$ cat config.mk
export PLATFORM = sky130hd
export DESIGN_NAME = clk_edge_monitor_flat
export DESIGN_NICKNAME = d
export VERILOG_FILES = /design/src/rtl/clk_edge_monitor_if.sv /design/src/rtl/clk_edge_monitor.sv /design/src/flat_wrapper.sv
export SDC_FILE = /design/constraint.sdc
export NUM_CORES = 1
export LEC_CHECK = 0
export CORE_UTILIZATION = 50
export DETAILED_ROUTE_END_ITERATION = 8
export GPL_ROUTABILITY_DRIVEN = 0
export PLACE_DENSITY = 0.72
export SETUP_SLACK_MARGIN = 0.05
export SLEW_MARGIN = 20
export SYNTH_ARGS = -nofsm -noshare
export SYNTH_HDL_FRONTEND = slang
export SYNTH_SLANG_ARGS = --single-unit
$ cat constraint.sdc
create_clock -name clk -period 2.6 [get_ports clk]
set_clock_uncertainty 0.2 [all_clocks]
set_input_delay 0.52 -clock clk [delete_from_list [all_inputs] [get_ports clk]]
set_output_delay 0.52 -clock clk [all_outputs]
set_load 0.02 [all_outputs]
$ cat src/rtl/clk_edge_monitor_if.sv
// rtl/clk_edge_monitor_if.sv - slow-clock monitor control/status bundle
interface clk_edge_monitor_if #(
    parameter int NBITS = 13
);
    logic             i_enable;
    logic             i_clk_slow;
    logic             o_rise;
    logic             o_fall;
    logic [NBITS-1:0] o_period;
    logic             o_period_valid;
    logic             o_locked;
    logic             o_timeout;

    modport master (
        output i_enable, i_clk_slow,
        input  o_rise, o_fall, o_period, o_period_valid, o_locked, o_timeout
    );

    modport slave (
        input  i_enable, i_clk_slow,
        output o_rise, o_fall, o_period, o_period_valid, o_locked, o_timeout
    );
endinterface

$ cat src/rtl/clk_edge_monitor.sv
// rtl/clk_edge_monitor.sv - slow clock edge strobes, period measurement and lock detect
// Optional 3-sample glitch filter: define CLK_EDGE_MONITOR_GLITCH_FILTER_EN.
module clk_edge_monitor #(
    parameter int F_CLK_IN    = 50_000_000,
    parameter int F_CLK_OUT   = 48_000,
    parameter int SYNC_STAGES = 2,
    parameter int LOCK_COUNT  = 4,
    parameter int TOL         = 2
) (
    input  logic              clk,
    input  logic              i_rst,
    clk_edge_monitor_if.slave mon
);
    localparam int EXP     = 2 * (F_CLK_IN / F_CLK_OUT);
    localparam int TIMEOUT = 2 * EXP;
    localparam int NBITS   = $clog2(TIMEOUT + 1);
    localparam int GBITS   = $clog2(LOCK_COUNT + 1);

    localparam logic [NBITS-1:0] LO_N         = NBITS'(EXP - TOL);
    localparam logic [NBITS-1:0] HI_N         = NBITS'(EXP + TOL);
    localparam logic [NBITS-1:0] TIMEOUT_N    = NBITS'(TIMEOUT);
    localparam logic [NBITS-1:0] TIMEOUT_M1_N = NBITS'(TIMEOUT - 1);
    localparam logic [GBITS-1:0] LOCK_N       = GBITS'(LOCK_COUNT);

    localparam logic [1:0] ST_IDLE    = 2'd0;
    localparam logic [1:0] ST_MEASURE = 2'd1;
    localparam logic [1:0] ST_LOCKED  = 2'd2;

    generate
        if (SYNC_STAGES < 2 || LOCK_COUNT < 1 || TOL >= EXP || EXP + TOL > TIMEOUT) begin : g_bad_params
            $error("clk_edge_monitor: illegal parameter combination");
        end
    endgenerate

    logic [SYNC_STAGES-1:0] sync_q;
    logic                   s_prev_q;
    logic                   s_sync;
    logic                   s;
    logic                   rise;
    logic                   fall;

    assign s_sync = sync_q[SYNC_STAGES-1];

`ifdef CLK_EDGE_MONITOR_GLITCH_FILTER_EN
    logic [1:0] filt_q;
    // Follow the synchronizer only once three consecutive samples agree.
    assign s = (s_sync == filt_q[0] && filt_q[0] == filt_q[1]) ? s_sync : s_prev_q;
`else
    assign s = s_sync;
`endif

    assign rise = s & ~s_prev_q;
    assign fall = ~s & s_prev_q;

    logic [1:0]       state_q, state_d;
    logic [NBITS-1:0] cnt_q, cnt_d;
    logic [GBITS-1:0] good_q, good_d;
    logic [NBITS-1:0] period_q, period_d;
    logic             valid_q, valid_d;
    logic             rise_q, rise_d;
    logic             fall_q, fall_d;
    logic             locked_q, locked_d;
    logic             timeout_q, timeout_d;
    logic [NBITS-1:0] meas;
    logic             in_tol;

    always_comb begin
        state_d   = state_q;
        cnt_d     = cnt_q;
        good_d    = good_q;
        period_d  = period_q;
        valid_d   = 1'b0;
        rise_d    = rise;
        fall_d    = fall;
        locked_d  = locked_q;
        timeout_d = timeout_q;
        meas      = cnt_q + 1'b1;
        in_tol    = (meas >= LO_N) && (meas <= HI_N);

        if (cnt_q != TIMEOUT_N) begin
            cnt_d = cnt_q + 1'b1;
        end

        // A rise wins over a timeout landing on the same cycle.
        if (rise) begin
            cnt_d     = '0;
            timeout_d = 1'b0;
            case (state_q)
                ST_IDLE: state_d = ST_MEASURE;
                ST_MEASURE: begin
                    period_d = meas;
                    valid_d  = 1'b1;
                    if (!in_tol) begin
                        good_d = '0;
                    end else if (good_q + 1'b1 == LOCK_N) begin
                        good_d   = '0;
                        state_d  = ST_LOCKED;
                        locked_d = 1'b1;
                    end else begin
                        good_d = good_q + 1'b1;
                    end
                end
                ST_LOCKED: begin
                    period_d = meas;
                    valid_d  = 1'b1;
                    if (!in_tol) begin
                        state_d  = ST_MEASURE;
                        locked_d = 1'b0;
                        good_d   = '0;
                    end
                end
                default: state_d = ST_IDLE;
            endcase
        end else if (cnt_q == TIMEOUT_M1_N) begin
            timeout_d = 1'b1;
            locked_d  = 1'b0;
            good_d    = '0;
            state_d   = ST_IDLE;
        end

        if (!mon.i_enable) begin
            state_d   = ST_IDLE;
            cnt_d     = '0;
            good_d    = '0;
            period_d  = '0;
            valid_d   = 1'b0;
            rise_d    = 1'b0;
            fall_d    = 1'b0;
            locked_d  = 1'b0;
            timeout_d = 1'b0;
        end
    end

    // The synchronizer keeps sampling while disabled so re-enable sees no stale edge.
    always_ff @(posedge clk) begin
        if (i_rst) begin
            sync_q    <= '0;
            s_prev_q  <= 1'b0;
`ifdef CLK_EDGE_MONITOR_GLITCH_FILTER_EN
            filt_q    <= '0;
`endif
            state_q   <= ST_IDLE;
            cnt_q     <= '0;
            good_q    <= '0;
            period_q  <= '0;
            valid_q   <= 1'b0;
            rise_q    <= 1'b0;
            fall_q    <= 1'b0;
            locked_q  <= 1'b0;
            timeout_q <= 1'b0;
        end else begin
            sync_q    <= {sync_q[SYNC_STAGES-2:0], mon.i_clk_slow};
            s_prev_q  <= s;
`ifdef CLK_EDGE_MONITOR_GLITCH_FILTER_EN
            filt_q    <= {filt_q[0], s_sync};
`endif
            state_q   <= state_d;
            cnt_q     <= cnt_d;
            good_q    <= good_d;
            period_q  <= period_d;
            valid_q   <= valid_d;
            rise_q    <= rise_d;
            fall_q    <= fall_d;
            locked_q  <= locked_d;
            timeout_q <= timeout_d;
        end
    end

    assign mon.o_rise         = rise_q;
    assign mon.o_fall         = fall_q;
    assign mon.o_period       = period_q;
    assign mon.o_period_valid = valid_q;
    assign mon.o_locked       = locked_q;
    assign mon.o_timeout      = timeout_q;
endmodule

$ cat src/flat_wrapper.sv
// flat-port wrapper written by rule: the top's interface ports become plain ports
module clk_edge_monitor_flat 
#(
    parameter int F_CLK_IN    = 50_000_000,
    parameter int F_CLK_OUT   = 48_000,
    parameter int SYNC_STAGES = 2,
    parameter int LOCK_COUNT  = 4,
    parameter int TOL         = 2
)
  (clk, i_rst, mon_i_enable, mon_i_clk_slow, mon_o_rise, mon_o_fall, mon_o_period, mon_o_period_valid, mon_o_locked, mon_o_timeout);
  clk_edge_monitor_if #(.NBITS((13))) mon_i ();
  input  logic clk;
  input  logic i_rst;
  input wire logic [$bits(mon_i.i_enable)-1:0] mon_i_enable;
  input wire logic [$bits(mon_i.i_clk_slow)-1:0] mon_i_clk_slow;
  output wire logic [$bits(mon_i.o_rise)-1:0] mon_o_rise;
  output wire logic [$bits(mon_i.o_fall)-1:0] mon_o_fall;
  output wire logic [$bits(mon_i.o_period)-1:0] mon_o_period;
  output wire logic [$bits(mon_i.o_period_valid)-1:0] mon_o_period_valid;
  output wire logic [$bits(mon_i.o_locked)-1:0] mon_o_locked;
  output wire logic [$bits(mon_i.o_timeout)-1:0] mon_o_timeout;
  assign mon_i.i_enable = mon_i_enable;
  assign mon_i.i_clk_slow = mon_i_clk_slow;
  assign mon_o_rise = mon_i.o_rise;
  assign mon_o_fall = mon_i.o_fall;
  assign mon_o_period = mon_i.o_period;
  assign mon_o_period_valid = mon_i.o_period_valid;
  assign mon_o_locked = mon_i.o_locked;
  assign mon_o_timeout = mon_i.o_timeout;
  clk_edge_monitor #(.F_CLK_IN(F_CLK_IN), .F_CLK_OUT(F_CLK_OUT), .SYNC_STAGES(SYNC_STAGES), .LOCK_COUNT(LOCK_COUNT), .TOL(TOL)) u_core (.clk(clk), .i_rst(i_rst), .mon(mon_i));
endmodule
### After elaboration in Yosys (flattened, before gate mapping)

Index checks and enable logic that the tools add are counted.

| storage, ports and cells | value |
|---|---|
| bits in registers | 39 |
| bits in latches | 0 |
| memory bits (writable) | 0 |
| bits in read-only memories | 0 |
| input port bits | 4 |
| logic and storage cells | 60 |
| memories kept | 0 |

| operators by class | value |
|---|---|
| add/subtract/negate cells | 2 |
| multiply operators | 0 |
| div/mod/pow operators | 0 |
| magnitude comparators | 2 |
| equal/unequal tests | 9 |
| shift-type cells | 0 |
| multiplexer cells | 19 |
| bitwise gates (word level) | 6 |
| reduce and logical (&&, ||, !) cells | 11 |

Operator list:

| kind | number |
|---|---|
| two-way mux 3 bit | 5 |
| adder 13 x 1 -> 13 bit, second input constant | 1 |
| == test 13 bit, second input constant | 1 |
| >= comparator 13 x 12 -> 1 bit, second input constant | 1 |
| less-or-equal comparator 13 x 12 -> 1 bit, second input constant | 1 |
| != test 13 bit, second input constant | 1 |
| != test 3 bit, second input constant | 4 |
| two-way mux 2 bit | 5 |
| two-way mux 1 bit | 6 |
| one-hot mux 2 bit (3 select lines) | 1 |
| one-hot mux 3 bit (2 select lines) | 1 |
| OR reduction 3 bit | 2 |
| AND reduction 5 bit | 1 |
| inverter 1 bit | 4 |
| AND reduction 4 bit | 1 |
| OR reduction 2 bit | 2 |
| adder 3 x 1 -> 3 bit, second input constant | 1 |
| == test 3 bit, second input constant | 1 |
| AND reduction 3 bit | 1 |
| bitwise AND 1 bit | 2 |
| == test 2 x 1 -> 1 bit, second input constant | 1 |
| == test 2 bit, second input constant | 1 |
| logical NOT 2 bit | 1 |
| one-hot mux 1 bit (2 select lines) | 1 |
| 3 further kinds | 3 |

### Logic depth before layout (Yosys ltp)

| logic depth | value |
|---|---|
| word-level depth | 6 |
| mapped depth | 9 |

### Least setup slack after synthesis

Ideal clock, no wire load.

| path | value |
|---|---|
| kind | register to register |
| start | register u_core.cnt_q[0] |
| end | register u_core.good_q[0] |
| library setup time | 0.084 ns |
| arrival | 2.430 ns |
| required time | 2.316 ns |
| path slack | -0.114 ns |
| stages on the path, launching flop included | 10 |
| buffers on the path | 1 |
| path through | dfxtp_1 > ha_1 > and3_1 > buf_6 > nor4b_2 > a22oi_1 > or3b_1 > or2_1 > or3_4 > o31ai_2 |

| between the ends | value |
|---|---|
| cells in the longest elaborated chain, start to end | 6 |
| elaborated cells on any way between the ends | 11 |

Ends and longest elaborated chain:

| what | RTL line | source |
|---|---|---|
| start: declaration | clk_edge_monitor.sv:56 | `logic [NBITS-1:0] cnt_q, cnt_d;` |
| start signal: assignment | clk_edge_monitor.sv:158 | `cnt_q <= cnt_d;` |
| adder 13 x 1 -> 13 bit | clk_edge_monitor.sv:77 | `meas = cnt_q + 1'b1;` |
| >= comparator 13 x 12 -> 1 bit / less-or-equal comparator 13 x 12 -> 1 bit (equally long branches) | clk_edge_monitor.sv:78 | `in_tol = (meas >= LO_N) && (meas <= HI_N);` |
| logical AND 1 bit | clk_edge_monitor.sv:78 |  |
| two-way mux 3 bit | clk_edge_monitor.sv:93 | `if (!in_tol) begin` |
| one-hot mux 3 bit (2 select lines) | clk_edge_monitor.sv:88 | `case (state_q)` |
| two-way mux 3 bit | clk_edge_monitor.sv:85 | `if (rise) begin` |
| end signal: assignment | clk_edge_monitor.sv:159 | `good_q <= good_d;` |
| end: declaration | clk_edge_monitor.sv:57 | `logic [GBITS-1:0] good_q, good_d;` |

Several ways; a longest one is shown, not always the timed one.
A chain may end at the register's enable or synchronous reset.

### Worst setup path after layout

| path | value |
|---|---|
| start | register u_core.cnt_q[1] |
| end | register u_core.good_q[0] |

The elaborated chain is that of the path after synthesis.

==> out/metrics.cfg <==
[layout]
register_area_um2 = 788
num_antenna_cells = 0
multi_input_comb_area_um2 = 1120
net_total_in_the_final_layout = 269
n_fill_cell = 303
final_layout_size_suffix_gt1_frac = 0.202
area_delta_synth_final_pct = 29.2
finalInstanceArea_um2 = 2490

[clocking]
cts_tree = built
cts.clk_slew.worst_paths_ps = 80
cts_num_sinks = 39
root_buffer = clkbuf_8
ctsHtreeMaxLevel = 2
maximum_buffer_depth_of_the_clock_tree = 2
cts-hold-fix-buffers = 0
clkLatencyLatePin_ps = 300
cts_made_buffers = 5

[placed_design]
placedInstanceArea_um2 = 2260
port_buffers = 21
estimated_wirelength_of_the_detail_placed_design_mm = 2.89
place_worst_setup_slack_ps = -54.6

[drt]
remaining_routing_drc_violations = 0
detail-route-antenna-nets = 0
avgRoutedWirePerCell_um = 13.7
routed_wl_mm = 4.19
first_iter_violations = 117
detail_route.first_pass.iterations = 4
viasPerCell = 5.40
vias = 1652

[logic_synthesis]
synth-main-ff-cell = dfxtp_1
synth.yosys.warnings = 0
yosysTopAreaCell = dfxtp_1
number_of_distinct_library_cells_after_synthesis = 46
synth_register_bits = 39
synth_enable_flop_cells = 0
synthesis.instances = 220
syn_area_um2 = 1930
async_flop_share = 0
net_count_synth = 232
synth_top_cell_area_share = 0.405
avgSynthCellArea_um2 = 8.75
synth.top_cells.by_area = dfxtp_1 (41%), nor2_1 (6.6%), ha_1 (5.2%)
synth.yosys.seq_area_share = 0.405

[worst_setup_path]
cp_data_arrival_time_ps = 2590
worst_path_largest_cell_delay_ps = 400
crit_path_start_kind = register
family_with_the_most_delay_on_the_worst_path = simple AND/OR/NAND/NOR gates
timing_worst_setup_path_type = reg -> reg
cp_slowest_cell = or3b_1
critical_path_buf_inv_count = 0
worst-path-max-fanout = 6
crit_required_ps = 2620
critical_path.cell_chain = ha_4, and3_4, nor4b_2, a22oi_1, or3b_1, or2_4, or3_4, o31ai_2
type_of_element_capturing_the_critical_path = register

[die]
floorplan.die_area_um2 = 4100
fp.dieH_um = 64.1
initial_utilization = 0.522
i_o_pin_count = 22
core-area_um2 = 3690
floorplan.rows = 22
die_w_um = 64.1

[timing]
setup_total_negative_slack_ps = 0
setup_repair_after_global_routing_missed_its_margin = yes
remaining_max_slew_budget_at_the_tightest_pin = 0.694
finalWorstSetupSlack_ps = 26.9
post-route-period-util = 0.990
setup_viol = 0
layout_min_cycle_time_ps = 2570
tightest_slew_ps = 458
final_hold_viol_count = 0
timing.final.max_slew_violations = 0
max_freq_mhz = 389

[power]
max-vdd-ir-drop_uv = 313
p_per_area_nw_per_um2 = 449
power_leakage_uw = 0.000895

[job]
max_cap_viol_count = 0

[grt]
grt_start_max_net_pins = 24
grt_usage = 0.212
first_global_vias = 1419
wire_length_of_the_first_global_routing_pass_mm = 6.59
antenna_found_initial = 0
grt_overflow_total = 0

[outcome]
outcome = completed

[hold_path]
min_path_type = reg -> reg

==> routing by layer <==
metal	up-vias	global-route usage	part of all wire
li1	833	-	-
met1	770	0.295	0.48
met4	0	0.0795	0.014
met2	42	0.319	0.45
met3	7	0.0429	0.059
met5	-	0	0
==> worst paths after layout <==
kind	from	end	slack (ps)	depth (start not counted)
worst max register to register	u_core.cnt_q[1]	u_core.good_q[0]	30	8
worst min-delay path	u_core.sync_q[1]	u_core.mon.o_fall	260	1
worst min register to register	u_core.sync_q[1]	u_core.mon.o_fall	260	1
worst max-delay path	u_core.cnt_q[1]	u_core.good_q[0]	30	8
==> power breakdown <==
part,switching [uW],total [uW],leakage [uW],internal [uW]
clock,226,474,0.0000563,247
sequential,2.50,603,0.000317,600
combinational,22.9,40.6,0.000522,17.7
==> timing repair <==
action	4_1_cts	5_1_grt
endpoints found under the setup margin	5	5
setup buffers	0	5
pin swaps	2	3
gates resized for setup	4	13
==> cell type report <==
type | instances | area share
multi-input cells | 158 | 0.450
flip-flops and latches | 39 | 0.317
repair buffers | 42 | 0.149
clock buffers | 6 | 0.0377
well taps | 48 | 0.0241
inverters | 11 | 0.0166
clock inverters | 2 | 0.00553
==> cells by family after synthesis <==
kind of cell | count (synthesis) | share of synthesized area
AOI/OAI and AO/OA | 38 | 0.149
xor gates and xnor gates | 14 | 0.0637
adders and majority gates | 8 | 0.0520
buffers and inverters | 23 | 0.0604
DFF | 39 | 0.405
muxes | 2 | 0.0104
and+or+nand+nor | 96 | 0.259
==> synthesized netlist by cell type, types with 2 or more instances <==
master    count
and2b_2       2
inv_1        11
ha_1          8
mux2i_1       2
nor3_1        2
nand2_1      15
nand4_1       4
nor2b_1       4
o31ai_2       2
buf_4         2
o31ai_1       2
dfxtp_1      39
and3_1        2
nand3_1       8
a211oi_1     11
buf_6         2
nor4_1        3
nor2_1       34
and4_1        2
and2_1        4
a21oi_1       8
xnor2_1       7
or3_1         2
clkbuf_1      7
o21ai_0       4
nand2b_1      7
xor2_1        7
==> per-stage QoR <==
stage                     hold slack, ps   util  total power, uW  instances
after floorplan                      214      -              639        220
after global placement               250  0.612              656        293
after detailed placement             253  0.612              656        293
after CTS                            267  0.645             1120        301
after global routing                 282  0.674             1150        306
final                                259  0.674             1120        306
==> placed cells by master, fill, tap and decap left out, drive strengths merged, types with 8 or more instances in the layout <==
cell type and n:
dfxtp 39, ha 8, a211oi 11, clkdlybuf4s50 21, nand3 8, buf 21, inv 11, a21oi 8
nor2 34, nand2 15
==> sequential cells by signal, summed over array words and instances, names as in the netlist, 2 cells and up <==
register             count
u_core.good_q            3
u_core.cnt_q            13
u_core.sync_q            2
u_core.state_q           2
u_core.mon.o_period     13
(Power assumes the default switching activity.)
